$ cat src/rtl/key_debounce.sv
// key_debounce: synchronizes and debounces a push-button, then emits press/release strobes and auto-repeat strobes.
module key_debounce #(
  parameter int DB_CYCLES    = 100000,
  parameter int REPEAT_DELAY = 50000000,
  parameter int REPEAT_RATE  = 10000000,
  parameter int CNT_W        = 26
) (
  input  logic clk,
  input  logic reset,
  input  logic btn_in,
  input  logic repeat_en,
  output logic btn_level,
  output logic btn_pulse,
  output logic btn_release,
  output logic btn_repeat
);
  typedef enum logic [1:0] {IDLE, PRESS_WAIT, HELD, RELEASE_WAIT} state_t;
  localparam logic [CNT_W-1:0] ONE        = CNT_W'(1);
  localparam logic [CNT_W-1:0] DB_LAST    = CNT_W'(DB_CYCLES - 1);
  localparam logic [CNT_W-1:0] DELAY_LAST = CNT_W'(REPEAT_DELAY - 1);
  localparam logic [CNT_W-1:0] RATE_LAST  = CNT_W'(REPEAT_RATE - 1);
  state_t state, state_nx;
  logic s1, s2;
  logic [CNT_W-1:0] db_cnt, db_nx, rpt_cnt, rpt_nx;
  logic rate, rate_nx, rpt_fire, active;
  always_comb begin
    state_nx = state;
    db_nx    = '0;
    case (state)
      IDLE: begin
        state_nx = s2 ? PRESS_WAIT : IDLE;
        db_nx    = s2 ? ONE : '0;
      end
      PRESS_WAIT: begin
        state_nx = !s2 ? IDLE : (db_cnt == DB_LAST) ? HELD : PRESS_WAIT;
        db_nx    = (s2 && db_cnt != DB_LAST) ? db_cnt + ONE : '0;
      end
      HELD: begin
        state_nx = s2 ? HELD : RELEASE_WAIT;
        db_nx    = s2 ? '0 : ONE;
      end
      RELEASE_WAIT: begin
        state_nx = s2 ? HELD : (db_cnt == DB_LAST) ? IDLE : RELEASE_WAIT;
        db_nx    = (!s2 && db_cnt != DB_LAST) ? db_cnt + ONE : '0;
      end
      default: state_nx = IDLE;
    endcase
  end
  // repeat timing freezes across a release glitch instead of restarting
  always_comb begin
    active   = (state == HELD) || (state == RELEASE_WAIT);
    rpt_fire = (state == HELD) && repeat_en && (rpt_cnt == (rate ? RATE_LAST : DELAY_LAST));
    rpt_nx   = (!repeat_en || !active || rpt_fire) ? '0 :
               (state == RELEASE_WAIT) ? rpt_cnt : rpt_cnt + ONE;
    rate_nx  = (!repeat_en || !active) ? 1'b0 : (rate || rpt_fire);
  end
  always_ff @(posedge clk) begin
    if (reset) begin
      s1          <= 1'b0;
      s2          <= 1'b0;
      state       <= IDLE;
      db_cnt      <= '0;
      rpt_cnt     <= '0;
      rate        <= 1'b0;
      btn_level   <= 1'b0;
      btn_pulse   <= 1'b0;
      btn_release <= 1'b0;
      btn_repeat  <= 1'b0;
    end else begin
      s1          <= btn_in;
      s2          <= s1;
      state       <= state_nx;
      db_cnt      <= db_nx;
      rpt_cnt     <= rpt_nx;
      rate        <= rate_nx;
      btn_level   <= (state_nx == HELD) || (state_nx == RELEASE_WAIT);
      btn_pulse   <= (state == PRESS_WAIT) && (state_nx == HELD);
      btn_release <= (state == RELEASE_WAIT) && (state_nx == IDLE);
      btn_repeat  <= rpt_fire;
    end
  end
endmodule

$ cat config.mk
export PLATFORM = sky130hd
export DESIGN_NAME = key_debounce
export DESIGN_NICKNAME = d
export VERILOG_FILES = /design/src/rtl/key_debounce.sv
export SDC_FILE = /design/constraint.sdc
export NUM_CORES = 1
export LEC_CHECK = 0
export ABC_AREA = 1
export CORE_MARGIN = 10
export CORE_UTILIZATION = 56
export CTS_CLUSTER_SIZE = 40
export DETAILED_ROUTE_END_ITERATION = 8
export PLACE_DENSITY = 0.79
export SETUP_SLACK_MARGIN = 0.15
export SLEW_MARGIN = 20
export SYNTH_ARGS = -nofsm -noshare
export SYNTH_HDL_FRONTEND = slang
export SYNTH_SLANG_ARGS = --single-unit
$ cat constraint.sdc
create_clock -name clk -period 1.4 [get_ports clk]
set_input_delay 0.28 -clock clk [delete_from_list [all_inputs] [get_ports clk]]
set_output_delay 0.28 -clock clk [all_outputs]
set_load 0.05 [all_outputs]
==> results of run 1 <==
-- kinds of logic after synthesis --
| logic type | after synthesis | synth area share |
|---|---|---|
| buffers and inverters | 64 | 0.0815 |
| flip-flops | 61 | 0.373 |
| AND/OR/NAND/NOR | 328 | 0.433 |
| adder cells (fa/ha/maj) | 2 | 0.00765 |
| AO/OA/AOI/OAI | 22 | 0.0379 |
| XOR/XNOR | 25 | 0.0669 |
-- what timing repair did --
action	4_1_cts	5_1_grt
setup endpoints to repair	59	59
setup buffers	8	12
gates resized for setup	62	120
gates cloned	0	3
pin swaps	9	27
-- sequential cells by signal (all words and copies together), names as in the netlist --
signal and count:
btn_level 1, btn_pulse 1, btn_release 1, btn_repeat 1, db_cnt 26, rate 1, rpt_cnt 26, s1 1
s2 1, state 2
-- metal layers --
layer | global-route usage | wire length (um) | up-vias
li1 | - | - | 1665
met1 | 0.236 | 4260 | 1692
met2 | 0.268 | 5190 | 261
met3 | 0.0339 | 1060 | 78
met4 | 0.0823 | 656 | 0
met5 | 0 | 0 | -
-- path summary, 6_finish.rpt --
kind	start	to	slack (ps)	cells past startpoint
worst max-delay path	db_cnt[8]$_SDFF_PP0_	db_cnt[11]$_SDFF_PP0_	-190	9
worst min-delay path	s1$_SDFF_PP0_	s2$_SDFF_PP0_	420	2
worst max register to register	db_cnt[8]$_SDFF_PP0_	db_cnt[11]$_SDFF_PP0_	-190	9
worst min register to register	s1$_SDFF_PP0_	s2$_SDFF_PP0_	420	2
-- area by class of cell --
cell class / instances / area [um2]
Tap cell: 72 / 90.1
Timing Repair Buffer: 50 / 512
Fill cell: 287 / 970
Clock inverter: 6 / 63.8
Clock buffer: 10 / 128
Sequential cell: 61 / 1290
Inverter: 59 / 221
Multi-Input combinational cell: 377 / 2300
-- critical path, stage by stage (launching register included) --
cell and delay, ps:
sky130_fd_sc_hd__dfxtp_2 350, sky130_fd_sc_hd__inv_1 70, sky130_fd_sc_hd__nand2_1 80, sky130_fd_sc_hd__nor2_1 220
sky130_fd_sc_hd__nand2_2 110, sky130_fd_sc_hd__nor2_4 150, sky130_fd_sc_hd__nand2_4 100, sky130_fd_sc_hd__nand3_4 140
sky130_fd_sc_hd__clkbuf_16 190, sky130_fd_sc_hd__nor2_1 50
-- power by group --
group / switching, mW / internal, mW
registers: 0.00622 / 1.72
logic: 0.0282 / 0.0202
clock network: 0.748 / 0.819
total: 0.782 / 2.56
-- per-stage QoR --
stage	instance area, um2	setup TNS [ps]	worst slack, ps	power, mW
finish	4600	-8110	-189	3.34
global placement	3650	-5840	-218	1.81
floorplan	3320	0	124	1.80
CTS	4070	0	63.3	3.30
detailed placement	3650	-7010	-266	1.82
global route	4600	-9270	-291	3.39
-- cell usage in the layout (no fill, tap or decap), types with 3 or more instances in the layout --
cell	count
sky130_fd_sc_hd__xor2_2	3
sky130_fd_sc_hd__a21oi_1	7
sky130_fd_sc_hd__inv_2	9
sky130_fd_sc_hd__nor2_4	28
sky130_fd_sc_hd__clkbuf_8	9
sky130_fd_sc_hd__buf_4	34
sky130_fd_sc_hd__nor3_1	5
sky130_fd_sc_hd__nand4_1	7
sky130_fd_sc_hd__nand2_1	94
sky130_fd_sc_hd__nand2_2	28
sky130_fd_sc_hd__xor2_1	17
sky130_fd_sc_hd__xnor2_1	4
sky130_fd_sc_hd__buf_12	6
sky130_fd_sc_hd__clkdlybuf4s50_1	3
sky130_fd_sc_hd__dfxtp_4	10
sky130_fd_sc_hd__nand2_4	7
sky130_fd_sc_hd__nand3_4	7
sky130_fd_sc_hd__buf_6	5
sky130_fd_sc_hd__nor2_2	28
sky130_fd_sc_hd__nand3_1	26
sky130_fd_sc_hd__o21ai_0	7
sky130_fd_sc_hd__nand3_2	6
sky130_fd_sc_hd__dfxtp_2	28
sky130_fd_sc_hd__nor2_1	87
sky130_fd_sc_hd__inv_1	50
sky130_fd_sc_hd__dfxtp_1	23
==> metrics.txt, run 1 <==
# TYPE chip_impl_metric gauge
chip_impl_info{name="status",value="finished with violations"} 1
chip_impl_info{name="violations",value="negative setup slack"} 1
chip_impl_metric{name="via_per_inst",unit=""} 5.82
chip_impl_metric{name="total_routing_usage_gr",unit=""} 0.176
chip_impl_metric{name="first_iter_violations",unit=""} 482
chip_impl_metric{name="synth_enable_flop_cells",unit=""} 0
chip_impl_metric{name="synth.lib_cells_used.distinct",unit=""} 26
chip_impl_info{name="post-synth-top-count-cell",value="sky130_fd_sc_hd__nor2_1"} 1
chip_impl_info{name="synth.cells.most_frequent",value="131 x sky130_fd_sc_hd__nor2_1, 122 x sky130_fd_sc_hd__nand2_1, 61 x sky130_fd_sc_hd__dfxtp_1, 59 x sky130_fd_sc_hd__inv_1, 36 x sky130_fd_sc_hd__nand3_1"} 1
chip_impl_metric{name="tmin_final",unit="ps"} 1590
chip_impl_metric{name="fmaxAchievable",unit="GHz"} 0.629
chip_impl_metric{name="timing_hold_violations_final",unit=""} 0
chip_impl_metric{name="diodes",unit=""} 0
chip_impl_metric{name="clk_transition_reported_paths",unit="ps"} 80
chip_impl_metric{name="final.hold.worst_slack",unit="ps"} 417
chip_impl_metric{name="die_area",unit="um2"} 9300
chip_impl_metric{name="leakagePower",unit="nW"} 1.64
chip_impl_info{name="post-synth-top-area-cell",value="sky130_fd_sc_hd__dfxtp_1"} 1
chip_impl_metric{name="final_nets",unit=""} 564
chip_impl_metric{name="critical_path_data_arrival_time",unit="ps"} 1820
chip_impl_metric{name="floorplan_core_area",unit="um2"} 5570
chip_impl_metric{name="detailroute.via_count",unit=""} 3696
chip_impl_metric{name="drc_errors",unit=""} 0
chip_impl_metric{name="synth_cells",unit=""} 502
chip_impl_metric{name="dr.pass1.iters",unit=""} 6
chip_impl_metric{name="synth-seq-area-share",unit=""} 0.373
chip_impl_info{name="criticalPathCategory",value="reg2reg"} 1
chip_impl_metric{name="final_wtd_congestion",unit=""} 0.907
chip_impl_metric{name="grt_first_pass_wirelength",unit="mm"} 13.0
chip_impl_metric{name="ys_warn_count",unit=""} 0
chip_impl_metric{name="post_drt_wl_per_cell",unit="um"} 17.6
chip_impl_metric{name="numPlacedInstances",unit=""} 596
chip_impl_metric{name="slew-limit-headroom",unit=""} 0.792
chip_impl_info{name="clock_tree_from_tritoncts",value="built"} 1
chip_impl_metric{name="grt_antenna_before_repair",unit=""} 0
chip_impl_metric{name="reported_max_cap_violation_count",unit=""} 0
chip_impl_metric{name="wire_length_after_detailed_routing",unit="mm"} 11.2
chip_impl_metric{name="tritoncts.num_buffers",unit=""} 9
chip_impl_metric{name="synthesis_to_layout_area_growth",unit="%"} 40.8
chip_impl_metric{name="finClkSkew",unit="ps"} 20.2
chip_impl_metric{name="floorplan.io_pins",unit=""} 8
chip_impl_metric{name="htree_num_levels",unit=""} 3
chip_impl_metric{name="final_core_utilization",unit=""} 0.826
chip_impl_metric{name="synth_largest_type_area_fraction",unit=""} 0.373
chip_impl_metric{name="synth_nets",unit=""} 508
chip_impl_metric{name="syn_area_per_cell",unit="um2"} 6.52
chip_impl_metric{name="final_critical_path_setup_slack",unit="ps"} -189
chip_impl_metric{name="clock_tree.buffer_depth",unit=""} 2
chip_impl_info{name="ys_top_cells_by_area",value="sky130_fd_sc_hd__dfxtp_1 37%, sky130_fd_sc_hd__nor2_1 15%, sky130_fd_sc_hd__nand2_1 14%"} 1
chip_impl_info{name="cts-root-buf",value="sky130_fd_sc_hd__clkbuf_8"} 1
chip_impl_metric{name="synth.ff_latch_count",unit=""} 61
chip_impl_metric{name="std_cell_rows",unit=""} 27
chip_impl_metric{name="crit_fanout",unit=""} 6
chip_impl_metric{name="fin_crit_sh",unit=""} 1.14
chip_impl_metric{name="slew_violations",unit=""} 0
chip_impl_metric{name="globalRoute.totalOverflow",unit=""} 0
chip_impl_metric{name="layout-drive-gt1-share",unit=""} 0.403
chip_impl_metric{name="die_height",unit="um"} 96.4
chip_impl_metric{name="detailed_placer_s_ending_hpwl",unit="mm"} 5.52
chip_impl_metric{name="synth_area",unit="um2"} 3270
chip_impl_metric{name="first_global_vias",unit=""} 2901
chip_impl_metric{name="remaining_antenna_violation_count",unit=""} 0
chip_impl_metric{name="power_density",unit="nW/um2"} 726
chip_impl_metric{name="hold_buffer_count_at_cts",unit=""} 0
chip_impl_metric{name="postSynth.asyncResetShare",unit=""} 0
chip_impl_info{name="synthFlopType",value="sky130_fd_sc_hd__dfxtp_1"} 1
chip_impl_info{name="crit_path_start_kind",value="flip-flop"} 1
chip_impl_metric{name="setup_viol",unit=""} 59
chip_impl_info{name="end_kind",value="flip-flop"} 1
chip_impl_metric{name="die_w",unit="um"} 96.4
chip_impl_metric{name="port_buffers",unit=""} 7
chip_impl_metric{name="vdd_drop_max",unit="V"} 0.000626
chip_impl_metric{name="worst_skew_pair_latency",unit="ps"} 350
chip_impl_info{name="setup_repair_after_global_routing_missed_its_margin",value="true"} 1
chip_impl_metric{name="pin_count_of_the_biggest_net_entering_global_routing",unit=""} 24
chip_impl_metric{name="layout.cells.non_filler",unit=""} 635
chip_impl_info{name="min_path_type",value="reg2reg"} 1
chip_impl_metric{name="worst-slew-pin-transition",unit="ps"} 309
chip_impl_metric{name="timing.critical_path.required",unit="ps"} 1640
chip_impl_metric{name="initial_utilization",unit=""} 0.587
chip_impl_metric{name="cts_num_sinks",unit=""} 61
Power figures use the tool's default switching activity.
==> run 2, diff against run 1 <==
--- a/config.mk
+++ b/config.mk
@@ -8,6 +8,7 @@
 export ABC_AREA = 1
 export CORE_MARGIN = 10
 export CORE_UTILIZATION = 56
+export CTS_CLUSTER_DIAMETER = 150
 export CTS_CLUSTER_SIZE = 40
 export DETAILED_ROUTE_END_ITERATION = 8
 export PLACE_DENSITY = 0.79
==> results of run 2 <==
The final DEF is identical to that of run 1; final timing and power are the same.
==> run 3, diff against run 2 <==
--- a/config.mk
+++ b/config.mk
@@ -6,6 +6,7 @@
 export NUM_CORES = 1
 export LEC_CHECK = 0
 export ABC_AREA = 1
+export CAP_MARGIN = 10
 export CORE_MARGIN = 10
 export CORE_UTILIZATION = 56
 export CTS_CLUSTER_DIAMETER = 150
==> results of run 3 <==
The final DEF is identical to that of run 1; final timing and power are the same.
